===== config.mk =====
export PLATFORM = sky130hd
export DESIGN_NAME = mul_booth_seq_flat
export DESIGN_NICKNAME = d
export VERILOG_FILES = /design/src/rtl/mul_booth_seq_pkg.sv /design/src/rtl/mul_booth_seq_if.sv /design/src/rtl/mul_booth_seq_booth_r4_enc.sv /design/src/rtl/mul_booth_seq.sv /design/src/flat_wrapper.sv
export SDC_FILE = /design/constraint.sdc
export NUM_CORES = 1
export LEC_CHECK = 0
export ABC_AREA = 1
export CAP_MARGIN = 20
export CORE_UTILIZATION = 56
export DETAILED_ROUTE_END_ITERATION = 12
export PLACE_DENSITY = 0.81
export SYNTH_ARGS = -nofsm -noshare
export SYNTH_HDL_FRONTEND = slang
export SYNTH_SLANG_ARGS = --single-unit

===== constraint.sdc =====
create_clock -name clk -period 3.25 [get_ports clk]
set_input_delay 0.8125 -clock clk [delete_from_list [all_inputs] [get_ports clk]]
set_output_delay 0.8125 -clock clk [all_outputs]
set_load 0.1 [all_outputs]

===== src/rtl/mul_booth_seq_pkg.sv =====
// Shared constants and types for the radix-4 Booth sequential multiplier.
// Build option: define MUL_SIGNED_EN for two's-complement operands
// (16 iterations); leave it undefined for unsigned operands (17 iterations).
package mul_pkg;

    localparam int DATA_W = 32;
    localparam int ACC_W  = 34;

`ifdef MUL_SIGNED_EN
    localparam int N_ITER = 16;
`else
    localparam int N_ITER = 17;
`endif

    // Width of the multiplier shift register: two bits retire per iteration
    localparam int Q_W   = 2 * N_ITER;
    localparam int CNT_W = $clog2(N_ITER + 1);

    typedef enum logic {
        IDLE,
        RUN
    } state_t;

    typedef enum logic [2:0] {
        ZERO,
        POS1,
        POS2,
        NEG1,
        NEG2
    } booth_sel_t;

    // Widen the multiplicand to the partial-sum width
    function automatic logic [ACC_W-1:0] ext_m(input logic [DATA_W-1:0] v);
`ifdef MUL_SIGNED_EN
        return {{(ACC_W - DATA_W){v[DATA_W-1]}}, v};
`else
        return {{(ACC_W - DATA_W){1'b0}}, v};
`endif
    endfunction

    // Widen the multiplier so the final triplet recodes its extension
    function automatic logic [Q_W-1:0] ext_q(input logic [DATA_W-1:0] v);
`ifdef MUL_SIGNED_EN
        return v;
`else
        return {{(Q_W - DATA_W){1'b0}}, v};
`endif
    endfunction

endpackage


===== src/rtl/mul_booth_seq_if.sv =====
// Start/ready handshake and operand/product bus of the Booth multiplier.
interface mul_booth_seq_if;
    import mul_pkg::*;

    logic              start;
    logic [DATA_W-1:0] M;
    logic [DATA_W-1:0] Q;
    logic [DATA_W-1:0] product_hi;
    logic [DATA_W-1:0] product_lo;
    logic              ready;
    logic              done;

    modport master (
        output start, M, Q,
        input  product_hi, product_lo, ready, done
    );

    modport slave (
        input  start, M, Q,
        output product_hi, product_lo, ready, done
    );

endinterface


===== src/rtl/mul_booth_seq_booth_r4_enc.sv =====
// Radix-4 Booth digit recoder: {q[2i+1], q[2i], q[2i-1]} -> signed multiple select.
module booth_r4_enc
    import mul_pkg::*;
(
    input  logic [2:0] triplet,
    output booth_sel_t sel
);

    // Map each overlapping bit triplet to one of the five Booth multiples
    always_comb begin
        sel = ZERO;
        case (triplet)
            3'b000, 3'b111: sel = ZERO;
            3'b001, 3'b010: sel = POS1;
            3'b011:         sel = POS2;
            3'b100:         sel = NEG2;
            3'b101, 3'b110: sel = NEG1;
            default:        sel = ZERO;
        endcase
    end

endmodule


===== src/rtl/mul_booth_seq.sv =====
// Sequential 32x32->64 radix-4 Booth multiplier, one recoded digit per clock.
// Build option MUL_SIGNED_EN selects signed operands (16 iterations);
// undefined gives unsigned operands (17 iterations).
// The running product lives in {acc_hi, acc_lo, q_m1}: acc_hi is the 34-bit
// partial sum, acc_lo starts as the extended multiplier and fills with
// retired product bits from the top as the multiplier bits drain out the bottom.
module mul_booth_seq
    import mul_pkg::*;
(
    input  logic clk,
    input  logic reset,
    mul_booth_seq_if.slave bus
);

    state_t            state;
    logic [CNT_W-1:0]  cnt;
    logic [ACC_W-1:0]  m_ext;
    logic [ACC_W-1:0]  acc_hi;
    logic [Q_W-1:0]    acc_lo;
    logic              q_m1;

    booth_sel_t        sel;
    logic [ACC_W-1:0]  term;
    logic [ACC_W-1:0]  sum;
    logic [ACC_W-1:0]  hi_next;
    logic [Q_W-1:0]    lo_next;
    logic [63:0]       prod_next;

    booth_r4_enc u_enc (
        .triplet ({acc_lo[1:0], q_m1}),
        .sel     (sel)
    );

    // Pick the Booth multiple; negatives are formed as ~x+1 at full width
    always_comb begin
        term = '0;
        case (sel)
            ZERO:    term = '0;
            POS1:    term = m_ext;
            POS2:    term = m_ext << 1;
            NEG1:    term = ~m_ext + ACC_W'(1);
            NEG2:    term = ~(m_ext << 1) + ACC_W'(1);
            default: term = '0;
        endcase
    end

    // Add into the upper part, then arithmetic-shift the whole register right by 2
    always_comb begin
        sum       = acc_hi + term;
        hi_next   = {{2{sum[ACC_W-1]}}, sum[ACC_W-1:2]};
        lo_next   = {sum[1:0], acc_lo[Q_W-1:2]};
        prod_next = 64'({hi_next, lo_next});
    end

    // Control FSM with iteration counter, datapath registers and registered outputs
    always_ff @(posedge clk) begin
        if (reset) begin
            state          <= IDLE;
            cnt            <= '0;
            m_ext          <= '0;
            acc_hi         <= '0;
            acc_lo         <= '0;
            q_m1           <= 1'b0;
            bus.product_hi <= '0;
            bus.product_lo <= '0;
            bus.ready      <= 1'b1;
            bus.done       <= 1'b0;
        end else begin
            bus.done <= 1'b0;
            case (state)
                IDLE: begin
                    if (bus.start) begin
                        m_ext     <= ext_m(bus.M);
                        acc_hi    <= '0;
                        acc_lo    <= ext_q(bus.Q);
                        q_m1      <= 1'b0;
                        cnt       <= CNT_W'(N_ITER);
                        bus.ready <= 1'b0;
                        state     <= RUN;
                    end
                end
                RUN: begin
                    acc_hi <= hi_next;
                    acc_lo <= lo_next;
                    q_m1   <= acc_lo[1];
                    cnt    <= cnt - CNT_W'(1);
                    if (cnt == CNT_W'(1)) begin
                        bus.product_hi <= prod_next[63:32];
                        bus.product_lo <= prod_next[31:0];
                        bus.done       <= 1'b1;
                        bus.ready      <= 1'b1;
                        state          <= IDLE;
                    end
                end
                default: begin
                    state     <= IDLE;
                    bus.ready <= 1'b1;
                end
            endcase
        end
    end

endmodule


===== src/flat_wrapper.sv =====
// flat-port wrapper written by rule: the top's interface ports become plain ports
module mul_booth_seq_flat import mul_pkg::*;
  (clk, reset, bus_start, bus_M, bus_Q, bus_product_hi, bus_product_lo, bus_ready, bus_done);
  mul_booth_seq_if bus_i ();
  input  logic clk;
  input  logic reset;
  input wire logic [$bits(bus_i.start)-1:0] bus_start;
  input wire logic [$bits(bus_i.M)-1:0] bus_M;
  input wire logic [$bits(bus_i.Q)-1:0] bus_Q;
  output wire logic [$bits(bus_i.product_hi)-1:0] bus_product_hi;
  output wire logic [$bits(bus_i.product_lo)-1:0] bus_product_lo;
  output wire logic [$bits(bus_i.ready)-1:0] bus_ready;
  output wire logic [$bits(bus_i.done)-1:0] bus_done;
  assign bus_i.start = bus_start;
  assign bus_i.M = bus_M;
  assign bus_i.Q = bus_Q;
  assign bus_product_hi = bus_i.product_hi;
  assign bus_product_lo = bus_i.product_lo;
  assign bus_ready = bus_i.ready;
  assign bus_done = bus_i.done;
  mul_booth_seq u_core (.clk(clk), .reset(reset), .bus(bus_i));
endmodule

### Word level (Yosys, flattened, before mapping)

Memory sizes are Yosys's and may differ from the RTL's. A register that Yosys moved wholly into a read port is not among the register bits.
Index checks and enable logic that the tools add are counted.

| cells by class | value |
|---|---|
| reduce and logical (&&, ||, !) cells | 4 |
| shifts and indexed selects | 0 |
| muxes and demuxes | 17 |
| $lt $le $gt $ge | 0 |
| bitwise operators | 3 |
| eq/ne operators | 7 |
| divide/modulo/power cells | 0 |
| multipliers | 0 |
| $add $sub $neg | 4 |

Operator list:

| cell | count |
|---|---|
| 34-bit case mux with 2 select lines | 2 |
| 34-bit case mux with 4 select lines | 1 |
| 34-bit by 1-bit adder with 34-bit output (second input constant) | 2 |
| 34-bit two-way mux | 2 |
| 34-bit adder | 1 |
| 32-bit NOT with 34-bit output | 1 |
| 33-bit NOT with 34-bit output | 1 |
| 5-bit case mux with 2 select lines | 1 |
| 3-bit by 2-bit equality test with 1-bit output (second input constant) | 2 |
| 3-bit two-way mux | 2 |
| 1-bit case mux with 2 select lines | 3 |
| 2-bit AND reduction | 3 |
| 5-bit by 1-bit equality test with 1-bit output (second input constant) | 1 |
| 1-bit two-way mux | 5 |
| 5-bit two-way mux | 1 |
| 5-bit by 1-bit subtractor with 5-bit output (second input constant) | 1 |
| 2-bit inequality test (second input constant) | 2 |
| 3-bit by 1-bit equality test with 1-bit output (second input constant) | 1 |
| 3-bit equality test (second input constant) | 1 |
| 2-bit OR reduction | 1 |
| 1-bit NOT | 1 |

| storage, ports and cells | value |
|---|---|
| word-level logic and storage cells | 46 |
| memories kept | 1 |
| register bits after elaboration | 173 |
| bits in latches | 0 |
| input bits | 67 |
| ROM bits | 24 |
| output and inout port bits | 66 |
| RAM bits | 0 |

Memory list:

| memory | depth | bits a word | rd ports | clocked after Yosys merged registers in | write ports | line | RTL |
|---|---|---|---|---|---|---|---|
| (no name shown) | 8 | 3 | 1 | 1 | 0 | mul_booth_seq_booth_r4_enc.sv:12 | `case (triplet)` |

### Logic depth before layout (Yosys ltp)

Gate-level depths: netlist of the first run.

| depth | value |
|---|---|
| depth after elaboration | 7 |
| depth in mapped cells | 24 |
| mapped depth without buffers | 24 |

### Hierarchy

Synthesis of the first run repeated with hierarchy kept, for this count alone.

| unflattened totals | value |
|---|---|
| cells, all modules | 1441 |
| area total of the unflattened synthesis | 9815.7 sq um |

Modules (own cells, without submodules):

| module | area an instance (sq um) | times used | cells an instance | sequential area each (sq um) |
|---|---|---|---|---|
| mul_booth_seq | 9756.9 | 1 | 1430 | 3423.3 |
| booth_r4_enc | 58.8 | 1 | 11 | 0.0 |

### Worst setup path before layout of the first run

OpenSTA, ideal clock, no wires.

| timing path | value |
|---|---|
| path type | flip-flop to flip-flop |
| start point | reg u_core.m_ext[1] |
| end point | reg u_core.acc_hi[16] |
| slack | 0.361 ns |
| data required time | 3.116 ns |
| clock period less this slack | 2.889 ns |
| arrival | 2.755 ns |
| stages on the path, launching flop included | 20 |
| buffers on the path | 0 |
| library setup time | 0.134 ns |
| cell sequence | dfxtp_1 > inv_1 > ha_1 > nand2_2 > nor2_2 > nand3_2 > nor2_4 > nand3_1 > xor2_1 > inv_1 > a21oi_1 > o21ai_0 > ha_1 > a21oi_1 > o21ai_0 > a21oi_1 > nand3_1 > or2_2 > nand3_1 > a21oi_1 |

| on the way | value |
|---|---|
| longest elaborated chain between the ends | 5 |
| elaborated cells on any way between the ends | 7 |
| those cells by class | add/sub (3); mux (2); bitwise (2) |

Ends and longest elaborated chain:

| what | line | RTL |
|---|---|---|
| start: declaration | mul_booth_seq.sv:17 | `logic [ACC_W-1:0] m_ext;` |
| start signal: assignment | mul_booth_seq.sv:73 | `m_ext <= ext_m(bus.M);` |
| 32-bit NOT with 34-bit output or 33-bit NOT with 34-bit output (tied branches) | mul_booth_seq.sv:41, mul_booth_seq.sv:42 |  |
| 34-bit by 1-bit adder with 34-bit output (on tied branches) | mul_booth_seq.sv:41, mul_booth_seq.sv:42 |  |
| 34-bit case mux with 4 select lines (*) | mul_booth_seq.sv:37 | `case (sel)` |
| 34-bit adder (*) | mul_booth_seq.sv:49 | `sum = acc_hi + term;` |
| 34-bit case mux with 2 select lines (*) | mul_booth_seq.sv:70 | `case (state)` |
| end signal: assignment | mul_booth_seq.sv:83 | `acc_hi <= hi_next;` |
| end: declaration | mul_booth_seq.sv:18 | `logic [ACC_W-1:0] acc_hi;` |

Every way passes the cells marked *; elsewhere a longest branch is shown, timed or not.
A chain may end at the register's enable or synchronous reset.

### Final worst setup path of the first run

| timing path | value |
|---|---|
| start point | reg u_core.m_ext[1] |
| end point | reg u_core.acc_hi[28] |

The elaborated chain is that of the path after synthesis.

==> results of run 1 <==
==> layout by cell type, fill, tap and decap left out, drive strengths merged <==
cell type,netlist,routed
o22ai,24,24
clkbuf,30,17
clkdlybuf4s50,0,66
clkinv,4,10
fa,1,1
a21oi,113,113
or2,8,8
nor3,15,15
a211oi,1,1
xor2,37,37
nor2,100,100
dfxtp,174,174
a31oi,1,1
a221o,5,5
and2,1,1
a22oi,11,11
and3,1,1
o21bai,6,6
o211ai,6,6
nand3,86,86
a22o,22,22
ha,37,37
o21a,3,3
clkinvlp,0,2
inv,154,160
nand3b,14,14
nand2,465,465
a21boi,2,2
bufinv,0,1
o21ai,72,72
nand4,3,3
nor4,3,3
a21o,1,1
xnor2,4,4
o221ai,13,13
o2111ai,4,4
buf,27,151
==> power breakdown <==
group / switching, mW / internal [mW] / leakage (nW) / total [mW]
combinational: 0.753 / 0.460 / 4.36 / 1.21
clock: 1.02 / 1.11 / 0.299 / 2.13
sequential: 0.0819 / 2.22 / 1.42 / 2.31
total: 1.86 / 3.80 / 6.08 / 5.65
==> registers in the layout, indices dropped and copies added, names as in the netlist <==
name,count
u_core.acc_hi,32
u_core.acc_lo,34
u_core.bus.done,1
u_core.bus.product_hi,32
u_core.bus.product_lo,32
u_core.bus.ready,1
u_core.cnt,5
u_core.m_ext,32
u_core.q_m1,1
u_core.state,1
u_core.u_enc.sel,3
==> layer usage <==
| layer | GRT usage, % | wire length (um) |
|---|---|---|
| met5 | 0 | 0 |
| met1 | 41.2 | 12900 |
| met3 | 8.04 | 2380 |
| met4 | 14.0 | 1280 |
| met2 | 54.3 | 14400 |
==> stage by stage <==
step / instance area, um2 / total power [mW]
after floorplan: 9930 / 3.02
after global placement: 11600 / 3.37
after detailed placement: 11700 / 3.39
after CTS: 12400 / 5.51
after global routing: 13200 / 5.85
final: 13200 / 5.65
==> repair_timing <==
| item | in CTS | in global routing |
|---|---|---|
| gates resized for setup | 16 | 188 |
| pin swaps | 11 | 76 |
| hold buffers | 0 | 0 |
| buffers inserted | 6 | 15 |
| endpoints found under the setup margin | 21 | 44 |
==> final timing paths <==
path	endpoint	slack [ns]	depth (start not counted)
setup / recovery	u_core.acc_hi[28]$_SDFFE_PP0N_	-0.05	22
hold reg to reg	u_core.bus.product_lo[7]$_SDFFE_PP0P_	0.45	2
hold / removal	u_core.bus.product_lo[7]$_SDFFE_PP0P_	0.45	2
setup reg to reg	u_core.acc_hi[28]$_SDFFE_PP0N_	-0.05	22
==> worst reg2reg max path, cell delays in order (launching register included) <==
cell      delay, ns
dfxtp_2        0.33
inv_2          0.07
ha_4           0.18
nand2_4        0.06
nor2_4         0.10
nand3_2        0.10
nor2_4         0.19
nand2_4        0.10
nor2_4         0.16
xor2_2         0.18
inv_1          0.07
nand2_1        0.06
nand3b_1       0.20
ha_4           0.39
nand2_4        0.08
nor2_4         0.13
inv_2          0.06
nor3_4         0.25
nand3_2        0.16
nand2_2        0.11
nand2_2        0.07
nand3_2        0.06
a21oi_1        0.07
==> kinds of logic (layout without fill, tap and decap cells) <==
logic type	count (synthesis)	count (layout)	synth area share, %
fa+ha+maj	38	38	4.86
flops	174	174	35.1
buf+inv	215	407	8.61
compound gates	284	284	17.3
xor+xnor	41	41	3.69
simple gates	696	696	30.5
==> layout make-up <==
| class | instances | share of cell area (%) |
|---|---|---|
| multi-input combinational | 1059 | 48.1 |
| sequential | 174 | 26.4 |
| tap | 225 | 2.13 |
| clock buffer | 17 | 3.22 |
| clock inverter | 15 | 1.52 |
| inverter | 158 | 4.55 |
| timing repair buffer | 217 | 14.1 |
==> out/qor.yml, run 1 <==
logic_synthesis:
  syn_area_per_cell_um2: 6.86
  syn_inst: 1448
  yosysMostFrequentCell: "nand2_1"
  synth_top_area_share_pct: 35.1
  synthesis.nets: 1553
  synth.largest_area_cell: "dfxtp_1"
  synth_common_cells: "nand2_1, dfxtp_1, inv_1"
  synthArstFlopShare_pct: 0
  synth_area_leaders: "dfxtp_1, nand2_1, a21oi_1"
  yosys_register_bits: 174
  synth_flop_cell: "dfxtp_1"
  ys_warn_count: 0
  yosysUniqueCellTypes: 54
  synth_edf_count: 0
  yosysSeqAreaShare_pct: 35.1
  syn_area_um2: 9930
clocking:
  root_buffer: "clkbuf_16"
  clock_path_buffers: 2
  htreeDepth: 4
  cts_made_buffers: 17
  cts_tree: "yes"
  clk_latency_ns: 0.44
  cts.clk_slew.worst_paths_ns: 0.08
  cts_sinks: 174
cells_and_area:
  multi_input_area_um2: 6360
  nets: 1732
  drive_above_1_share_pct: 25.1
  seqCellArea_um2: 3490
  n_fill_cell: 1362
  diodes: 0
  syn_to_final_growth_pct: 33.1
  fin_cells: 1865
  final_util_pct: 76.4
setup_path:
  crit_fanout: 5
  critPathArrivalTime_ns: 3.61
  cpPeakStageDelay_ns: 0.39
  crit_buf_inv: 3
  worst_path_most_repeated_cell: "nor2_4"
  end_kind: "flip-flop"
  worstSetupStartpoint: "u_core.m_ext[1]$_SDFFE_PP0P_"
  cp.required_ns: 3.56
  timing.rr.start: "u_core.m_ext[1]$_SDFFE_PP0P_"
  slowest_stage: "ha_4"
  critPathTopFamily: "simple AND/OR/NAND/NOR gates"
  path_cells: "inv_2 -> ha_4 -> nand2_4 -> nor2_4 -> nand3_2 -> nor2_4 -> nand2_4 -> nor2_4 -> xor2_2 -> inv_1 -> nand2_1 -> nand3b_1 -> ha_4 -> nand2_4 -> nor2_4 -> inv_2 -> nor3_4 -> nand3_2 -> nand2_2 -> nand2_2 -> nand3_2 -> a21oi_1"
  worstSetupStartpointType: "flip-flop"
  criticalPathCategory: "reg -> reg"
placement:
  gp_congestion: 0.933
  place_ws_ns: -0.151
  place_inst: 1813
  dpl.hpwl_mm: 22.0
  io_buffers: 132
drt:
  ant_nets: 0
  dr.first_iter.drc_count: 816
  drt_wl_total_mm: 31.0
  drt-pass1-iter-count: 5
  avgRoutedWirePerCell_um: 16.6
  via_per_inst: 5.61
  drc: 0
  vias: 10500
global_routing:
  grt_max_degree: 69
  gr-total-overflow: 0
  antenna_found_initial: 0
  first_global_vias: 9600
  grt_pass1_wl_mm: 47.5
  grt_usage_pct: 33.1
floorplan:
  rows: 48
  coreArea_um2: 17300
  io_pins: 133
  start_util_pct: 57.4
  die_h_um: 135
  fp.dieArea_um2: 18300
  die_w_um: 135
worst_hold_path:
  hold_start: "u_core.bus.product_lo[7]$_SDFFE_PP0P_"
  hold_path_class: "reg -> reg"
run_status:
  status: "complete, but fails checks"
  violations: "setup timing"
timing:
  maxSlewHeadroom_pct: 58.2
  fin_crit_ns: 3.30
  fin_crit_sh_pct: 102
  slew_viol_final: 0
  skew_ns: 0.0121
  max_freq_ghz: 0.303
  setup_tns_ns: -0.0601
  setup_viol: 2
  worst_slew_pin_slew_ns: 0.627
  whs_ns: 0.452
  timing.final.ws_setup_ns: -0.0532
  hold_viol: 0
  grt_setup_unrepaired: "yes"
pwr:
  ir_drop_mv: 0.403
  p_leak_nw: 6.08
  power_density_nw_per_um2: 428
run:
  drv_cap: 0
Power figures use the tool's default switching activity.
==> run 2, diff against run 1 <==
CORE_ASPECT_RATIO = 1.1   (was unset)
TNS_END_PERCENT = 100   (was unset)
==> out/qor.yml, run 2 (synthesis results as in run 1) <==
run_status:
  status: "complete, but fails checks"  # unchanged
  violations: "setup timing"  # unchanged
cells_and_area:
  syn_to_final_growth_pct: 30.2  # was 33.1%
  fin_cells: 1852  # was 1865
  largest_register_ffs: 34  # unchanged
  mostFrequentLayoutCells: "nand2_1, dfxtp_1, buf_4, inv_1, a21oi_1"  # unchanged
  drive_above_1_share_pct: 23.1  # was 25.1%
  seqCellArea_um2: 3490  # about the same
  diodes: 0  # unchanged
  design_area_um2: 12900  # was 13200 um2
  regMostFlops: "u_core.acc_lo"  # unchanged
  nets: 1711  # was 1732
  final_common_cell: "nand2_1"  # unchanged
  multi_input_area_um2: 6330  # was 6360 um2
  n_fill_cell: 1356  # was 1362
global_routing:
  gr-total-overflow: 0  # unchanged
  first_global_vias: 9535  # was 9600
  antenna_found_initial: 0  # unchanged
  grt_max_degree: 69  # unchanged
  grt_pass1_wl_mm: 45.4  # was 47.5 mm
  grt_usage_pct: 31.5  # was 33.1%
floorplan:
  coreArea_um2: 17200  # was 17300 um2
  start_util_pct: 57.7  # was 57.4%
  fp.dieArea_um2: 18300  # about the same
  die_h_um: 142  # was 135 um
  die_w_um: 129  # was 135 um
  io_pins: 133  # unchanged
  rows: 50  # was 48
pwr:
  total_power_mw: 5.48  # was 5.65 mW
  ir_drop_mv: 0.383  # was 0.403 mV
  p_leak_nw: 5.88  # was 6.08 nW
  power_density_nw_per_um2: 424  # was 428 nW/um2
timing:
  hold_viol: 0  # unchanged
  max_freq_ghz: 0.303  # about the same
  slew_viol_final: 0  # unchanged
  grt_setup_unrepaired: "yes"  # unchanged
  worst_slew_pin_slew_ns: 0.835  # was 0.627 ns
  setup_tns_ns: -0.0480  # was -0.0601 ns
  fin_crit_ns: 3.30  # about the same
  setup_viol: 3  # was 2
  fin_crit_sh_pct: 101  # was 102%
  maxSlewHeadroom_pct: 44.2  # was 58.2%
  skew_ns: 0.0293  # was 0.0121 ns
  timing.final.ws_setup_ns: -0.0457  # was -0.0532 ns
setup_path:
  criticalPathCategory: "reg -> reg"  # unchanged
  cp.required_ns: 3.56  # about the same
  crit_fanout: 4  # was 5
  end_kind: "flip-flop"  # unchanged
  worstSetupStartpoint: "u_core.m_ext[0]$_SDFFE_PP0P_"  # was u_core.m_ext[1]$_SDFFE_PP0P_
  worstSetupStartpointType: "flip-flop"  # unchanged
  critPathArrivalTime_ns: 3.61  # about the same
  timing.rr.start: "u_core.m_ext[0]$_SDFFE_PP0P_"  # was u_core.m_ext[1]$_SDFFE_PP0P_
clocking:
  cts.hold.buffers_added: 0  # unchanged
  clk_latency_ns: 0.45  # was 0.44 ns
  cts_made_buffers: 17  # unchanged
  root_buffer: "clkbuf_16"  # unchanged
  htreeDepth: 4  # unchanged
  cts_sinks: 174  # unchanged
  cts.clk_slew.worst_paths_ns: 0.08  # about the same
  clock_path_buffers: 2  # unchanged
  cts_tree: "yes"  # unchanged
run:
  drv_cap: 0  # unchanged
drt:
  drt_wl_total_mm: 29.9  # was 31.0 mm
  via_per_inst: 5.58  # was 5.61
  dr.first_iter.drc_count: 688  # was 816
  vias: 10300  # was 10.5k
  drt-pass1-iter-count: 5  # unchanged
  drc: 0  # unchanged
  ant_nets: 0  # unchanged
  avgRoutedWirePerCell_um: 16.1  # was 16.6 um
placement:
  place_area_um2: 11500  # was 11700 um2
  place_inst: 1802  # was 1813
  dpl.hpwl_mm: 21.1  # was 22.0 mm
  gp_congestion: 0.946  # was 0.933
  io_buffers: 132  # unchanged
worst_hold_path:
  hold_start: "u_core.bus.product_lo[11]$_SDFFE_PP0P_"  # was u_core.bus.product_lo[7]$_SDFFE_PP0P_
  hold_path_class: "reg -> reg"  # unchanged
==> run 2: stage by stage <==
stage | utilization, % | worst slack (ns) | hold slack, ns
6_report | 75.2 | -0.0457 | 0.449
5_1_grt | 75.2 | -0.228 | 0.473
4_1_cts | 70.5 | 0.00376 | 0.451
3_5_place_dp | 66.8 | -0.163 | 0.433
3_3_place_gp | 66.8 | -0.143 | 0.432
2_1_floorplan | - | 0.361 | 0.441
==> run 2: area by class of cell <==
| class | instances | area share (%) |
|---|---|---|
| Timing Repair Buffer | 196 | 12.8 |
| Tap cell | 234 | 2.26 |
| Clock buffer | 17 | 3.29 |
| Inverter | 158 | 4.64 |
| Multi-Input combinational cell | 1059 | 48.9 |
| Clock inverter | 14 | 1.12 |
| Sequential cell | 174 | 27.0 |
==> run 2: repair_timing <==
action                                  in CTS  in global routing
gates cloned                                 0                  0
setup buffers                                4                 15
pin swaps                                    6                 62
resized for setup                           12                173
endpoints found under the setup margin      15                 42
endpoints found under the hold margin        0                  0
==> run 2: per-layer routing <==
metal	wire length, um	track usage, %
met1	11600	34.3
met2	15200	58.3
met3	1630	5.96
met4	1510	14.7
met5	0	0
==> run 2: final timing paths <==
kind,to,slack (ns),depth (start not counted)
worst max-delay path,u_core.acc_hi[16]$_SDFFE_PP0N_,-0.05,20
worst min register to register,u_core.bus.product_lo[11]$_SDFFE_PP0P_,0.45,2
worst min-delay path,u_core.bus.product_lo[11]$_SDFFE_PP0P_,0.45,2
worst max register to register,u_core.acc_hi[16]$_SDFFE_PP0N_,-0.05,20
==> run 2: power breakdown <==
group	switching (mW)	leakage, nW	internal [mW]
Combinational	0.719	4.18	0.426
Clock	1.00	0.274	1.02
Sequential	0.0857	1.42	2.22
Total	1.81	5.88	3.67
==> run 2: worst max-delay path: stages, from the launching register on <==
cell	delay, ns
dfxtp_2	0.32
inv_2	0.07
buf_4	0.13
nand2_4	0.08
nor2_8	0.15
nand2_4	0.10
nor2_2	0.10
xor2_1	0.30
buf_4	0.17
o22ai_1	0.05
a21oi_1	0.19
o21ai_2	0.12
ha_4	0.28
a21oi_2	0.17
o21ai_2	0.08
a21oi_2	0.17
buf_4	0.13
nand3_2	0.09
or2_2	0.31
nand3_1	0.09
a21oi_1	0.07
